$ cat config.mk
export PLATFORM = sky130hd
export DESIGN_NAME = axi_ni_resp_packetizer
export DESIGN_NICKNAME = d
export VERILOG_FILES = /design/src/rtl/noc_resp_pkg.sv /design/src/rtl/flit_slicer.sv /design/src/rtl/axi_ni_resp_packetizer.sv
export SDC_FILE = /design/constraint.sdc
export NUM_CORES = 1
export LEC_CHECK = 0
export BUFFER_PORTS_ARGS = -buffer_cell sky130_fd_sc_hd__clkbuf_2
export CORE_UTILIZATION = 41
export DETAILED_ROUTE_END_ITERATION = 12
export GPL_TIMING_DRIVEN = 0
export PLACE_DENSITY = 0.71
export SKIP_LAST_GASP = 1
export SLEW_MARGIN = 20
export SYNTH_ARGS = -nofsm -noshare
export SYNTH_HDL_FRONTEND = slang
export SYNTH_SLANG_ARGS = --single-unit
$ cat constraint.sdc
create_clock -name clk -period 2.7 [get_ports clk]
set_input_delay 0.27 -clock clk [delete_from_list [all_inputs] [get_ports clk]]
set_output_delay 0.27 -clock clk [all_outputs]
set_load 0.02 [all_outputs]
$ cat src/rtl/noc_resp_pkg.sv
// rtl/noc_resp_pkg.sv - shared flit-type, state and sizing helpers for the response packetizer
package noc_resp_pkg;

  typedef enum logic [1:0] {
    FT_BODY     = 2'b00,
    FT_HEAD     = 2'b01,
    FT_TAIL     = 2'b10,
    FT_HEADTAIL = 2'b11
  } ftype_e;

  typedef enum logic [1:0] {
    ST_IDLE,
    ST_HDR,
    ST_PAY,
    ST_FETCH
  } state_e;

  function automatic int ceil_div(input int a, input int b);
    return (a + b - 1) / b;
  endfunction

endpackage

$ cat src/rtl/flit_slicer.sv
// rtl/flit_slicer.sv - selects slice idx of a wide vector, zero-padded past its top bit
module flit_slicer #(
  parameter int IN_WIDTH    = 60,
  parameter int SLICE_WIDTH = 30,
  parameter int NSLICE      = 2,
  parameter int IDX_W       = 1
) (
  input  logic [IN_WIDTH-1:0]    vec_i,
  input  logic [IDX_W-1:0]       idx_i,
  output logic [SLICE_WIDTH-1:0] slice_o
);

  localparam int PAD_W = NSLICE * SLICE_WIDTH;

  logic [PAD_W-1:0] padded;

  assign padded = PAD_W'(vec_i);

  always_comb begin
    slice_o = '0;
    for (int k = 0; k < NSLICE; k++) begin
      if (idx_i == IDX_W'(k)) slice_o = padded[k*SLICE_WIDTH +: SLICE_WIDTH];
    end
  end

endmodule

$ cat src/rtl/axi_ni_resp_packetizer.sv
// rtl/axi_ni_resp_packetizer.sv - serialises a response header plus AXI B/R beats into NoC flits
module axi_ni_resp_packetizer
  import noc_resp_pkg::*;
#(
  parameter int FLIT_WIDTH   = 32,
  parameter int FTYPEWD      = 2,
  parameter int HEADER_WIDTH = 60,
  parameter int DATA_WIDTH   = 32,
  parameter int MAX_BEATS    = 16
) (
  input  logic                    clk,
  input  logic                    rst,
  input  logic                    hdr_valid,
  input  logic                    is_read,
  input  logic [HEADER_WIDTH-1:0] header,
  input  logic                    b_valid,
  output logic                    b_ready,
  input  logic [1:0]              bresp,
  input  logic                    r_valid,
  output logic                    r_ready,
  input  logic [DATA_WIDTH-1:0]   rdata,
  input  logic [1:0]              rresp,
  input  logic                    rlast,
  output logic                    flit_valid,
  input  logic                    flit_ready,
  output logic [FLIT_WIDTH-1:0]   flit,
  output logic                    resp_done,
  output logic                    beat_overflow
);

  localparam int BASE_WIDTH = FLIT_WIDTH - FTYPEWD;
  localparam int BEAT_WIDTH = DATA_WIDTH + 2;
  localparam int HDR_FLITS  = ceil_div(HEADER_WIDTH, BASE_WIDTH);
  localparam int BEAT_FLITS = ceil_div(BEAT_WIDTH, BASE_WIDTH);
  localparam int HCW        = (HDR_FLITS > 1) ? $clog2(HDR_FLITS) : 1;
  localparam int PCW        = (BEAT_FLITS > 1) ? $clog2(BEAT_FLITS) : 1;
  localparam int BCW        = $clog2(MAX_BEATS + 1);

  state_e                  state_q, state_d;
  logic [HEADER_WIDTH-1:0] hdr_q, hdr_d;
  logic [BEAT_WIDTH-1:0]   beat_q, beat_d;
  logic                    last_q, last_d;
  logic                    is_read_q, is_read_d;
  logic [HCW-1:0]          hdr_cnt_q, hdr_cnt_d;
  logic [PCW-1:0]          pay_cnt_q, pay_cnt_d;
  logic [BCW-1:0]          beat_cnt_q, beat_cnt_d;
  logic                    flit_valid_q, flit_valid_d;
  logic [FLIT_WIDTH-1:0]   flit_q, flit_d;
  logic                    resp_done_q, resp_done_d;
  logic                    overflow_q, overflow_d;

  logic                  start, accept, hdr_final, pay_final, pay_final_d;
  logic [BASE_WIDTH-1:0] hdr_slice, beat_slice;

  // A packet only opens once its first payload is in hand, so the NoC never stalls on a bare header.
  assign start     = ~rst & (state_q == ST_IDLE) & hdr_valid & (is_read ? r_valid : b_valid);
  assign accept    = flit_valid_q & flit_ready;
  assign hdr_final = (hdr_cnt_q == HCW'(HDR_FLITS - 1));
  assign pay_final = (pay_cnt_q == (is_read_q ? PCW'(BEAT_FLITS - 1) : PCW'(0)));

  assign b_ready = start & ~is_read;
  assign r_ready = (start & is_read) | (~rst & (state_q == ST_FETCH));

  always_comb begin
    state_d     = state_q;
    hdr_d       = hdr_q;
    beat_d      = beat_q;
    last_d      = last_q;
    is_read_d   = is_read_q;
    hdr_cnt_d   = hdr_cnt_q;
    pay_cnt_d   = pay_cnt_q;
    beat_cnt_d  = beat_cnt_q;
    overflow_d  = overflow_q;
    resp_done_d = 1'b0;
    case (state_q)
      ST_IDLE: begin
        if (start) begin
          hdr_d      = header;
          is_read_d  = is_read;
          beat_d     = is_read ? {rresp, rdata} : BEAT_WIDTH'(bresp);
          last_d     = is_read ? rlast : 1'b1;
          beat_cnt_d = BCW'(1);
          hdr_cnt_d  = '0;
          state_d    = ST_HDR;
          if (is_read && !rlast && beat_cnt_d == BCW'(MAX_BEATS)) begin
            last_d     = 1'b1;
            overflow_d = 1'b1;
          end
        end
      end
      ST_HDR: begin
        if (accept) begin
          if (hdr_final) begin
            pay_cnt_d = '0;
            state_d   = ST_PAY;
          end else begin
            hdr_cnt_d = hdr_cnt_q + 1'b1;
          end
        end
      end
      ST_PAY: begin
        if (accept) begin
          if (!pay_final) begin
            pay_cnt_d = pay_cnt_q + 1'b1;
          end else if (last_q) begin
            resp_done_d = 1'b1;
            state_d     = ST_IDLE;
          end else begin
            state_d = ST_FETCH;
          end
        end
      end
      ST_FETCH: begin
        if (r_valid) begin
          beat_d     = {rresp, rdata};
          last_d     = rlast;
          beat_cnt_d = beat_cnt_q + 1'b1;
          pay_cnt_d  = '0;
          state_d    = ST_PAY;
          if (!rlast && beat_cnt_d == BCW'(MAX_BEATS)) begin
            last_d     = 1'b1;
            overflow_d = 1'b1;
          end
        end
      end
      default: state_d = ST_IDLE;
    endcase
  end

  flit_slicer #(
    .IN_WIDTH(HEADER_WIDTH), .SLICE_WIDTH(BASE_WIDTH), .NSLICE(HDR_FLITS), .IDX_W(HCW)
  ) u_hdr_slicer (
    .vec_i(hdr_d), .idx_i(hdr_cnt_d), .slice_o(hdr_slice)
  );

  flit_slicer #(
    .IN_WIDTH(BEAT_WIDTH), .SLICE_WIDTH(BASE_WIDTH), .NSLICE(BEAT_FLITS), .IDX_W(PCW)
  ) u_beat_slicer (
    .vec_i(beat_d), .idx_i(pay_cnt_d), .slice_o(beat_slice)
  );

  // The output flit is built from next-state values; while stalled those are unchanged, so flit holds.
  always_comb begin
    flit_valid_d = (state_d == ST_HDR) || (state_d == ST_PAY);
    flit_d       = flit_q;
    pay_final_d  = (pay_cnt_d == (is_read_d ? PCW'(BEAT_FLITS - 1) : PCW'(0)));
    if (state_d == ST_HDR) begin
      flit_d = {FTYPEWD'((hdr_cnt_d == '0) ? FT_HEAD : FT_BODY), hdr_slice};
    end else if (state_d == ST_PAY) begin
      flit_d = {FTYPEWD'((pay_final_d && last_d) ? FT_TAIL : FT_BODY), beat_slice};
    end
  end

  always_ff @(posedge clk) begin
    if (rst) begin
      state_q      <= ST_IDLE;
      hdr_q        <= '0;
      beat_q       <= '0;
      last_q       <= 1'b0;
      is_read_q    <= 1'b0;
      hdr_cnt_q    <= '0;
      pay_cnt_q    <= '0;
      beat_cnt_q   <= '0;
      flit_valid_q <= 1'b0;
      flit_q       <= '0;
      resp_done_q  <= 1'b0;
      overflow_q   <= 1'b0;
    end else begin
      state_q      <= state_d;
      hdr_q        <= hdr_d;
      beat_q       <= beat_d;
      last_q       <= last_d;
      is_read_q    <= is_read_d;
      hdr_cnt_q    <= hdr_cnt_d;
      pay_cnt_q    <= pay_cnt_d;
      beat_cnt_q   <= beat_cnt_d;
      flit_valid_q <= flit_valid_d;
      flit_q       <= flit_d;
      resp_done_q  <= resp_done_d;
      overflow_q   <= overflow_d;
    end
  end

  assign flit_valid    = flit_valid_q;
  assign flit          = flit_q;
  assign resp_done     = resp_done_q;
  assign beat_overflow = overflow_q;

endmodule

==> flow_summary.toml, run 1 <==
[outcome]
status = "finished clean"

[drt]
num_vias = 6197
drc_errors = 0
firstDrtPassIters = 7
vias_per_cell = 5.44
drtIter0Drc = 521
wire_per_inst_um = 17.3
wirelength_mm = 19.7
ant_nets = 0

[placement]
place.gp.congestion = 0.854
hpwl_mm = 13.9
placed_cells = 1106
port_buffers = 139
pre_cts_slack_ns = -0.938

[logic_synthesis]
yosysTopAreaCell = "dfxtp_1"
synthFlopType = "dfxtp_1"
synth_edf_count = 0
synthTopCellsByArea = "dfxtp_1 44%, nand2_1 9.6%, mux2_2 9.3%, a221oi_1 7.4%, a21oi_1 5.5%"
synth_most_common_cell = "nand2_1"
synth_top_cell_area_share = 0.436
yosysWarnings = 0
synth.distinct_cells = 48
syn_area_um2 = 6430
synth_cells = 756
ys_ff_latch = 140
syn_nets = 867
syn_avg_cell_area_um2 = 8.51
async_flop_share = 0
ys_seq_area_frac = 0.436
synthTopCellsByCount = "165 x nand2_1, 140 x dfxtp_1, 71 x a21oi_1"

[sta]
min_period_ns = 2.63
rsz0062_at_grt = "true"
fin_ws_ns = 0.0740
hold_violations = 0
fin_crit_sh = 0.973
setup_tns_ns = 0
finalSetupViolations = 0
clock.fmax_mhz = 381
maxSlewViolCount = 0
finalClockSkew_ns = 0.00819
tightest_slew_ns = 0.683
slew_headroom = 0.545

[clocking]
cts-hold-fix-buffers = 0
cts_tree = "yes"
htree_num_levels = 4
path_clk_slew_ns = 0.06
cts_made_buffers = 17
cts_buffer_depth = 2
clkSinkCount = 140
clk_latency_ns = 0.43
cts-root-buf = "clkbuf_16"

[setup_path]
cp.required_ns = 3.01
critPathLaunchType = "flip-flop"
rr_worst_depth = 10
r2r_slack_ns = 0.07
path_max_fanout = 10
critical_path.startpoint = "state_q[0]"
cp.arrival_ns = 2.93
r2r-start = "state_q[0]"
endpoint_kind = "flip-flop"
crit_type = "flip-flop to flip-flop"

[global_route]
grt_use_total = 0.250
grt_overflow = 0
antenna_found_initial = 0
grt_pass1_wl_mm = 30.8
grt_max_degree = 17
grt_pass1_vias = 5869

[die]
pin_count = 141
coreArea_um2 = 15300
std_cell_rows = 45
die_x_um = 127
die_area_um2 = 16200
die_y_um = 127
initial_core_util = 0.422

[layout]
antenna_cells = 0
drive_gt1_frac = 0.310
syn2layout_area_growth_pct = 29.1
finalNonFillerCells = 1140
fill_cells = 1454
fin_nets = 1028

[power_and_ir_drop]
internal_power_uw = 4380
p_per_area_nw_per_um2 = 766
vdd_ir_drop_max_mv = 0.590
power_frac_seq = 0.369
swShare = 0.312
p_sw_uw = 1980
power_frac_comb = 0.253
power.share.clock = 0.378
power_leakage_uw = 0.00331

[job]
maxCapViolCount = 0

[hold_path]
holdCritStartpoint = "header[29]"
hold_depth = 3
hold_class = "primary input to flip-flop"
==> power by group through the flow <==
stage          Sequential, uW  Clock [uW]  Combinational, uW
2_1_floorplan            2530           0                745
3_3_place_gp             2390           0               1390
3_5_place_dp             2390           0               1410
4_1_cts                  2350        2430               1500
5_1_grt                  2370        2540               1730
6_report                 2350        2410               1610
==> per-layer routing <==
metal,GRT usage,vias up,wire [um]
met1,0.319,2922,8750
met2,0.406,235,9200
met5,0,-,0
met4,0.102,0,476
li1,-,3003,-
met3,0.0586,37,1320
==> flip-flops by register name (all words and copies together) (netlist names) <==
register,count
hdr_q,60
is_read_q,1
resp_done,1
beat_cnt_q,5
hdr_cnt_q,1
state_q,2
pay_cnt_q,1
last_q,1
flit,32
beat_overflow,1
flit_valid,1
beat_q,34
==> cells by family (layout without fill, tap and decap cells) <==
| group | count (synthesis) | count (layout) | share of synthesized area |
|---|---|---|---|
| AND/OR/NAND/NOR | 260 | 260 | 0.177 |
| AO/OA/AOI/OAI | 197 | 197 | 0.218 |
| flip-flops | 140 | 140 | 0.436 |
| buffers and inverters | 96 | 269 | 0.0587 |
| multiplexers | 54 | 54 | 0.0943 |
| adder cells (fa/ha/maj) | 7 | 7 | 0.0136 |
| XOR/XNOR | 2 | 2 | 0.00272 |
==> timing repair <==
action	CTS	global route
pin swaps	3	1
resized for setup	38	32
setup buffers	4	0
endpoints found under the setup margin	53	32
==> final cells by class <==
| type | count | area [um^2] | share of cell area |
|---|---|---|---|
| multi-input combinational | 520 | 3430 | 0.412 |
| inverter | 37 | 141 | 0.0170 |
| sequential | 140 | 2810 | 0.338 |
| timing repair buffer | 143 | 726 | 0.0874 |
| clock inverter | 10 | 139 | 0.0167 |
| buffer | 58 | 332 | 0.0399 |
| tap | 211 | 264 | 0.0318 |
| clock buffer | 21 | 470 | 0.0566 |
==> worst paths after layout <==
kind,to
worst min register to register,hdr_q[25]
worst max-delay path,flit[1]
worst max register to register,flit[1]
worst min-delay path,hdr_q[29]
==> worst max-delay path, stage by stage, from the launching register on <==
cell      delay [ns]
dfxtp_4         0.36
inv_4           0.09
ha_4            0.16
and3b_1         0.21
nand2b_1        0.13
buf_8           0.17
a32oi_2         0.23
ha_2            0.33
clkbuf_8        0.19
clkbuf_4        0.21
o41a_1          0.43
==> cell usage in the layout (no fill, tap or decap), types with 11 or more instances in the layout <==
| cell | n |
|---|---|
| nand2_1 | 165 |
| clkbuf_2 | 144 |
| dfxtp_1 | 138 |
| a21oi_1 | 71 |
| mux2_2 | 53 |
| inv_1 | 35 |
| a221oi_1 | 35 |
| nor2b_1 | 29 |
| nor2_1 | 28 |
| clkbuf_1 | 28 |
| a22o_1 | 26 |
| a221oi_2 | 19 |
| clkbuf_16 | 18 |
| o21ai_0 | 12 |
| buf_2 | 11 |
==> through the flow <==
stage | util | hold WS [ns] | power, uW | area [um^2]
floorplan | - | 0.406 | 3270 | 6440
global placement | 0.485 | 0.439 | 3780 | 7400
detailed placement | 0.485 | 0.444 | 3800 | 7400
CTS | 0.534 | 0.0662 | 6270 | 8140
global route | 0.544 | 0.0762 | 6640 | 8310
finish | 0.544 | 0.0726 | 6360 | 8310
No activity file was read; power rests on OpenSTA's default activity.
==> inputs of run 2 (changes only) <==
--- a/config.mk
+++ b/config.mk
@@ -7,6 +7,7 @@
 export LEC_CHECK = 0
 export BUFFER_PORTS_ARGS = -buffer_cell sky130_fd_sc_hd__clkbuf_2
 export CORE_UTILIZATION = 41
+export CTS_BUF_LIST = sky130_fd_sc_hd__clkbuf_8
 export DETAILED_ROUTE_END_ITERATION = 12
 export GPL_TIMING_DRIVEN = 0
 export PLACE_DENSITY = 0.71
==> constraint.sdc (replaced) <==
create_clock -name clk -period 2.31 [get_ports clk]
set_input_delay 0.231 -clock clk [delete_from_list [all_inputs] [get_ports clk]]
set_output_delay 0.231 -clock clk [all_outputs]
set_load 0.02 [all_outputs]
==> run 2 against run 1 <==
The run now ends with setup timing left. Sequential power grew 17%. Worst hold slack lost 0.060 ns. Critical path depth is the same.
==> flow_summary.toml, run 2 (same netlist as run 1, synthesis figures left out) <==
[sta]
finalSetupViolations = 24
hold_violations = 0
slew_headroom = 0.404
finalClockSkew_ns = 0.0155
rsz0062_at_grt = "true"
tightest_slew_ns = 0.894
fin_ws_ns = -0.0640
maxSlewViolCount = 0
setup_tns_ns = -0.472
clock.fmax_mhz = 421
fin_crit_sh = 1.03
min_period_ns = 2.37

[setup_path]
critical_path.startpoint = "state_q[0]"
r2r-start = "state_q[0]"
crit_type = "flip-flop to flip-flop"
critPathLaunchType = "flip-flop"
cp.arrival_ns = 2.72
rr_worst_depth = 10
endpoint_kind = "flip-flop"
r2r_slack_ns = -0.06
r2r_end = "flit[1]"
cp.required_ns = 2.65
path_max_fanout = 5

[drt]
wirelength_mm = 22.3
ant_nets = 0
drtIter0Drc = 615
wire_per_inst_um = 18.7
firstDrtPassIters = 7
vias_per_cell = 5.57
num_vias = 6628
drc_errors = 0

[clocking]
cts_tree = "yes"
clkSinkCount = 140
path_clk_slew_ns = 0.09
cts-root-buf = "clkbuf_8"
cts_made_buffers = 17
htree_num_levels = 4
clk_latency_ns = 0.46
cts_buffer_depth = 2

[hold_path]
holdCritStartpoint = "header[42]"
hold_path_end = "hdr_q[42]"
hold_class = "primary input to flip-flop"
hold_depth = 3

[die]
initial_core_util = 0.422
coreArea_um2 = 15300
pin_count = 141
die_y_um = 127
die_area_um2 = 16200
die_x_um = 127
std_cell_rows = 45

[layout]
largest_register_ff_count = 60
antenna_cells = 0
top_register = "hdr_q"
final_core_util = 0.621
final_cell_mix = "147 x nand2_1, 144 x clkbuf_2, 136 x dfxtp_1"
fin_area_um2 = 9480
fin_nets = 1077
seqCellArea_um2 = 2810
mostFrequentLayoutCell = "nand2_1"
syn2layout_area_growth_pct = 47.4
drive_gt1_frac = 0.412
fill_cells = 1226
multi_input_area_um2 = 4080

[global_route]
grt_overflow = 0
grt_pass1_vias = 6392
grt_max_degree = 17
grt_pass1_wl_mm = 33.0
antenna_found_initial = 0
grt_use_total = 0.266

[placement]
hpwl_mm = 14.0
place_area_um2 = 7480
place.gp.congestion = 0.893
port_buffers = 139

[job]
maxCapViolCount = 0

[power_and_ir_drop]
vdd_ir_drop_max_mv = 0.375
p_per_area_nw_per_um2 = 816
power_leakage_uw = 0.00381

[outcome]
status = "finished with violations"
violations = "setup timing"
-- run 2: cell types whose count changed in the layout (fill, tap and decap cells not counted), moves of 17 or more --
cell           before  now
a221oi_1           35    1
buf_4               5   33
a221oi_2           19   43
nand2_1           165  147
clkbuf_8            5   22
dlygate4sd3_1       0   17
-- run 2: cell type report --
| type | count | share of cell area |
|---|---|---|
| Multi-Input combinational cell | 521 | 0.430 |
| Sequential cell | 140 | 0.297 |
| Timing Repair Buffer | 193 | 0.131 |
| Buffer | 56 | 0.0496 |
| Clock buffer | 20 | 0.0290 |
| Tap cell | 211 | 0.0278 |
| Clock inverter | 12 | 0.0197 |
| Inverter | 37 | 0.0157 |
-- run 2: critical path, cell delays in order, from the launching register on --
cell,delay (ns)
dfxtp_4,0.42
inv_6,0.04
ha_4,0.16
and3b_2,0.22
buf_4,0.15
a21oi_4,0.20
nor3b_2,0.13
a222oi_1,0.35
buf_4,0.18
nor2_1,0.04
o41a_1,0.38
-- run 2: worst max path at each step --
stage	endpoint	depth (start not counted)
2_1_floorplan	flit[0]	10
3_3_place_gp	flit[26]	11
3_5_place_dp	flit[26]	11
4_1_cts	flit[21]	13
5_1_grt	flit[1]	10
6_report	flit[1]	10
-- run 2: layer usage --
metal | global-route usage | up-vias | part of all wire
met5 | 0 | - | 0
met4 | 0.136 | 0 | 0.037
met3 | 0.0540 | 60 | 0.070
met2 | 0.424 | 308 | 0.47
met1 | 0.342 | 3158 | 0.42
li1 | - | 3102 | -
-- run 2: timing repair --
item / 4_1_cts / 5_1_grt
endpoints found under the setup margin: 53 / 52
hold buffers: 17 / 0
pin swaps: 17 / 40
gates cloned: 5 / 4
hold endpoints to repair: 17 / 0
setup buffers: 20 / 10
gates resized for setup: 107 / 104
-- run 2: power breakdown --
group	total [uW]	switching, uW	internal (uW)	leakage (uW)
Sequential	2760	134	2630	0.00114
Clock	2300	1020	1270	0.000227
Combinational	2680	1510	1170	0.00245
-- run 2: metrics by stage --
stage / hold WS (ns) / setup WS, ns / std cells / power (uW)
global placement: 0.439 / -0.533 / 1106 / 4470
floorplan: 0.367 / 0.00264 / 756 / 3880
detailed placement: 0.445 / -0.565 / 1106 / 4490
CTS: 0.00153 / -0.0977 / 1179 / 7450
finish: 0.0124 / -0.0640 / 1190 / 7740
global route: 0.0000588 / -0.158 / 1190 / 8000
